File: config.mk
export PLATFORM = sky130hd
export DESIGN_NAME = mm_cfg_master
export DESIGN_NICKNAME = d
export VERILOG_FILES = /design/src/rtl/mm_cfg_master.sv
export SDC_FILE = /design/constraint.sdc
export NUM_CORES = 1
export LEC_CHECK = 0
export BUFFER_PORTS_ARGS = -buffer_cell sky130_fd_sc_hd__buf_2
export CAP_MARGIN = 15
export CORE_UTILIZATION = 30
export DETAILED_ROUTE_END_ITERATION = 7
export PLACE_DENSITY = 0.67
export SYNTH_ARGS = -nofsm -noshare
export SYNTH_HDL_FRONTEND = slang
export SYNTH_SLANG_ARGS = --single-unit
File: constraint.sdc
create_clock -name clk -period 2.5 [get_ports clk]
set_input_delay 0.5 -clock clk [delete_from_list [all_inputs] [get_ports clk]]
set_output_delay 0.5 -clock clk [all_outputs]
set_load 0.02 [all_outputs]
File: src/rtl/mm_cfg_master.sv
// Single-outstanding Avalon-MM configuration master: takes one read/write command,
// runs it on the bus with a bounded wait for read data, and presents one completion.
module mm_cfg_master #(
    parameter int ADDRESS_SIZE   = 8,
    parameter int REG_SIZE       = 32,
    parameter int TIMEOUT_CYCLES = 64
) (
    input  logic                    clk,
    input  logic                    rst,

    input  logic                    cmd_valid,
    output logic                    cmd_ready,
    input  logic                    cmd_write,
    input  logic [ADDRESS_SIZE-1:0] cmd_address,
    input  logic [REG_SIZE-1:0]     cmd_writedata,

    output logic                    rsp_valid,
    input  logic                    rsp_ready,
    output logic                    rsp_write,
    output logic [REG_SIZE-1:0]     rsp_readdata,
    output logic                    rsp_timeout,

    output logic [ADDRESS_SIZE-1:0] mm_address,
    output logic                    mm_write,
    output logic [REG_SIZE-1:0]     mm_writedata,
    output logic                    mm_read,
    input  logic                    mm_waitrequest,
    input  logic                    mm_readdatavalid,
    input  logic [REG_SIZE-1:0]     mm_readdata
);

    // state   | meaning
    // IDLE    | ready for a command
    // REQ     | strobe on the bus, held while the slave stalls
    // WAIT_RD | read issued, waiting for read data or timeout
    // RESP    | completion presented until consumed
    typedef enum logic [1:0] {
        IDLE    = 2'd0,
        REQ     = 2'd1,
        WAIT_RD = 2'd2,
        RESP    = 2'd3
    } state_t;

    localparam int                CNT_W    = $clog2(TIMEOUT_CYCLES) + 1;
    localparam logic [CNT_W-1:0] CNT_LAST = CNT_W'(TIMEOUT_CYCLES - 1);

    state_t                  state_q,    state_d;
    logic                    is_write_q, is_write_d;
    logic [ADDRESS_SIZE-1:0] addr_q,     addr_d;
    logic [REG_SIZE-1:0]     wdata_q,    wdata_d;
    logic [REG_SIZE-1:0]     rdata_q,    rdata_d;
    logic                    timeout_q,  timeout_d;
    logic [CNT_W-1:0]        cnt_q,      cnt_d;

    always_ff @(posedge clk or posedge rst) begin
        if (rst) begin
            state_q    <= IDLE;
            is_write_q <= 1'b0;
            addr_q     <= '0;
            wdata_q    <= '0;
            rdata_q    <= '0;
            timeout_q  <= 1'b0;
            cnt_q      <= '0;
        end else begin
            state_q    <= state_d;
            is_write_q <= is_write_d;
            addr_q     <= addr_d;
            wdata_q    <= wdata_d;
            rdata_q    <= rdata_d;
            timeout_q  <= timeout_d;
            cnt_q      <= cnt_d;
        end
    end

    always_comb begin
        state_d    = state_q;
        is_write_d = is_write_q;
        addr_d     = addr_q;
        wdata_d    = wdata_q;
        rdata_d    = rdata_q;
        timeout_d  = timeout_q;
        cnt_d      = cnt_q;

        case (state_q)
            IDLE: begin
                if (cmd_valid) begin
                    is_write_d = cmd_write;
                    addr_d     = cmd_address;
                    wdata_d    = cmd_write ? cmd_writedata : '0;
                    rdata_d    = '0;
                    timeout_d  = 1'b0;
                    cnt_d      = '0;
                    state_d    = REQ;
                end
            end
            REQ: begin
                if (!mm_waitrequest) begin
                    if (is_write_q) begin
                        state_d = RESP;
                    end else begin
                        cnt_d   = '0;
                        state_d = WAIT_RD;
                    end
                end
            end
            WAIT_RD: begin
                // Data arriving in the last counted cycle takes priority over the timeout.
                if (mm_readdatavalid) begin
                    rdata_d = mm_readdata;
                    state_d = RESP;
                end else if (cnt_q == CNT_LAST) begin
                    timeout_d = 1'b1;
                    state_d   = RESP;
                end else begin
                    cnt_d = cnt_q + CNT_W'(1);
                end
            end
            RESP: begin
                if (rsp_ready) begin
                    state_d = IDLE;
                end
            end
            default: state_d = IDLE;
        endcase
    end

    // cmd_ready is masked by rst so it stays low for the whole reset pulse.
    assign cmd_ready    = (state_q == IDLE) && !rst;

    assign mm_address   = addr_q;
    assign mm_writedata = wdata_q;
    assign mm_write     = (state_q == REQ) &&  is_write_q;
    assign mm_read      = (state_q == REQ) && !is_write_q;

    assign rsp_valid    = (state_q == RESP);
    assign rsp_write    = (state_q == RESP) && is_write_q;
    assign rsp_readdata = (state_q == RESP) ? rdata_q : '0;
    assign rsp_timeout  = (state_q == RESP) && timeout_q;

endmodule

==> run_results.csv <==
group,metric,value,unit
layout,syn_to_final_growth,34.34,%
layout,stdcell_area,4895,sq um
timing,fin_crit,2.132,ns
cts,cts-htree-levels,3,
cts,clk_pin_slew,0.06,ns
layout,layout-drive-gt1-share,39.76,%
synthesis,syn-num-nets,428,
synthesis,synth_edf_count,0,
timing,tns,0,ns
synthesis,ys_seq_area_share,57.01,%
pwr,swShare,38.61,%
critical_path,required,2.00,ns
pwr,p_leak,0.002574,uW
drt,post_drt_via_cell_ratio,4.605,
layout,antenna_cells,0,
synthesis,synth_ff_type,"dfrtp_1",
critical_path,cp_num_buf_inv,1,
critical_path,crit_type,"reg -> out",
layout,final_cells,646,
placed_design,gp_congestion,0.7639,
drt,num_vias,2975,
cts,insertion_delay,0.33,ns
drt,routed_wl,8531,um
cts,post-cts-setup-buffer-count,0,
critical_path,cp_slowest_cell,"ha_2",
pwr,power_density,1228,nW/um^2
synthesis,synth_seq_cells,83,
critical_path,path_max_fanout,36,
cts,clock-root-buffer,"clkbuf_16",
global_routing,first_global_vias,2955,
cts,cts_resized,0,
floorplan,fp.dieArea,12590,sq um
floorplan,start_util,31.37,%
global_routing,grt_usage,14.06,%
synthesis,ys_types,39,
critical_path,cpPeakStageDelay,0.52,ns
pwr,p_comb_share,41.4,%
global_routing,antenna_found_initial,0,
floorplan,io-pin-count,157,
synthesis,syn_area,3643,sq um
hold_path,holdCritPathClass,"in -> async",
synthesis,syn-instance-count,344,
timing,finalMaxSlewViolations,0,
cts,cts_buffers,9,
drt,wl_per_cell,13.21,um
pwr,clockPowerShare,21.6,%
global_routing,grt_overflow_total,0,
critical_path,cp.arrival,1.63,ns
timing,hold_violations,0,
timing,rsz0062_at_grt,"false",
synthesis,async_flop_share,100.0,%
placed_design,place_hpwl,6139,um
timing,fin_skew,0.003760,ns
job,drv_cap,0,
timing,max-slew-margin-rel,53.00,%
drt,detail-route-antenna-nets,0,
pwr,power_frac_seq,37.1,%
cts,cts_tree,"done",
floorplan,rows,39,
floorplan,core,11610,sq um
pwr,power_switching,2322,uW
drt,detail_route.iter0.violations,139,
floorplan,die_w,112.2,um
synthesis,syn_area_per_cell,10.59,sq um
timing,tightest_slew,0.7035,ns
critical_path,end_kind,"primary output",
layout,nets,582,
pwr,ir_drop,485.3,uV
critical_path,crit_path_start_kind,"flip-flop",
layout,mostFrequentLayoutCell,"buf_2",
placed_design,dp.cells,630,
timing,max_freq,0.4690,GHz
run_status,status,"complete, but fails checks",
critical_path,critPathTopFamily,"adder cells",
global_routing,grt_max_degree,53,
critical_path,path_cells,"ha_2 -> and2_1 -> buf_2",
timing,setup_viol,0,
drt,firstDrtPassIters,6,
run_status,violations,"DRC",
cts,postCtsHoldBufs,0,
layout,final_cell_mix,"156 x buf_2, 83 x dfrtp_1, 69 x nand2_1, 36 x o21ai_0, 35 x and2_1",
cts,clock_path_buffers,2,
synthesis,yosys_warnings,0,
global_routing,grt_pass1_wl,14100,um
layout,final_util,42.15,%
pwr,intPower,3691,uW
placed_design,placed_area,4597,sq um
drt,drc,10,
floorplan,die_y,112.2,um
timing,finalCritPeriodShare,85.30,%
cts,cts_sinks,83,
placed_design,numPortBuffers,156,
==> metrics by stage <==
step                hold WS [ns]  setup slack (ns)  power, uW
global placement          0.4582            0.4364       4680
detailed placement        0.4686            0.3795       4763
floorplan                 0.4644            0.7646       3919
finish                    0.2855            0.3676       6013
CTS                       0.2988           0.01884       6101
global route              0.3321            0.2150       6443
==> cell usage after synthesis (2+ instances only) <==
master | count | area [sq um]
dfrtp_1 | 83 | 2077
nand2_1 | 70 | 262.8
o21ai_0 | 36 | 180.2
and2_1 | 35 | 219.0
a22o_1 | 32 | 280.3
clkbuf_1 | 11 | 41.29
mux2_2 | 9 | 101.4
inv_1 | 8 | 30.03
buf_2 | 7 | 35.03
a21oi_1 | 5 | 25.02
ha_1 | 5 | 62.56
nor2b_1 | 5 | 31.28
nand3_1 | 4 | 20.02
nor2_1 | 4 | 15.01
buf_1 | 3 | 11.26
nand3b_1 | 2 | 15.01
o41ai_1 | 2 | 17.52
or3_1 | 2 | 12.51
==> path summary, 6_finish.rpt <==
kind	slack, ns	start	end	cells after the start
worst max-delay path	0.37	state_q[1]	rsp_readdata[18]	3
worst min-delay path	0.29	rst	rdata_q[30]	2
worst max register to register	0.56	state_q[0]	mm_writedata[11]	6
worst min register to register	0.47	mm_writedata[16]	mm_writedata[16]	2
max in group asynchronous	1.51	rst	mm_writedata[17]	3
min in group clk	0.39	mm_readdata[3]	rdata_q[3]	2
==> worst register-to-register path, delay by kind of cell, from the launching register on <==
family | cells | cell delay (ns)
AND/OR/NAND/NOR | 2 | 0.53
buffers and inverters | 2 | 0.50
AO/OA/AOI/OAI | 1 | 0.08
flip-flops | 1 | 0.40
adder cells (fa/ha/maj) | 1 | 0.30
==> per-layer routing <==
layer	vias up	GRT usage, %	wire length (um)
li1	1483	-	-
met1	1372	18.84	3961
met2	109	21.66	3888
met3	11	4.050	544
met4	0	5.156	137
met5	-	0	0
==> cell families after synthesis <==
| kind of cell | Yosys count | share of synthesized area, % |
|---|---|---|
| buf+inv | 30 | 3.434 |
| simple gates | 129 | 17.38 |
| mux | 11 | 3.468 |
| compound gates | 86 | 17.00 |
| fa+ha+maj | 5 | 1.717 |
| flops | 83 | 57.01 |
==> flip-flops by register name, indices dropped and copies added, names as in the netlist <==
| register | count |
|---|---|
| mm_writedata | 32 |
| rdata_q | 32 |
| mm_address | 8 |
| cnt_q | 7 |
| state_q | 2 |
| is_write_q | 1 |
| timeout_q | 1 |
==> final cells by class <==
cell class	instances	area, sq um
Timing Repair Buffer	165	860.8
Clock inverter	5	52.55
Tap cell	143	178.9
Inverter	8	33.78
Sequential cell	83	2077
Fill cell	1149	6719
Multi-Input combinational cell	231	1449
Clock buffer	11	242.7
==> power by group through the flow <==
stage / clock network (uW) / registers [uW] / logic, uW
finish: 1300 / 2230 / 2490
CTS: 1340 / 2240 / 2520
detailed placement: 0 / 2240 / 2520
floorplan: 0 / 2560 / 1360
global placement: 0 / 2230 / 2450
global route: 1390 / 2310 / 2740
(Power assumes the default switching activity.)
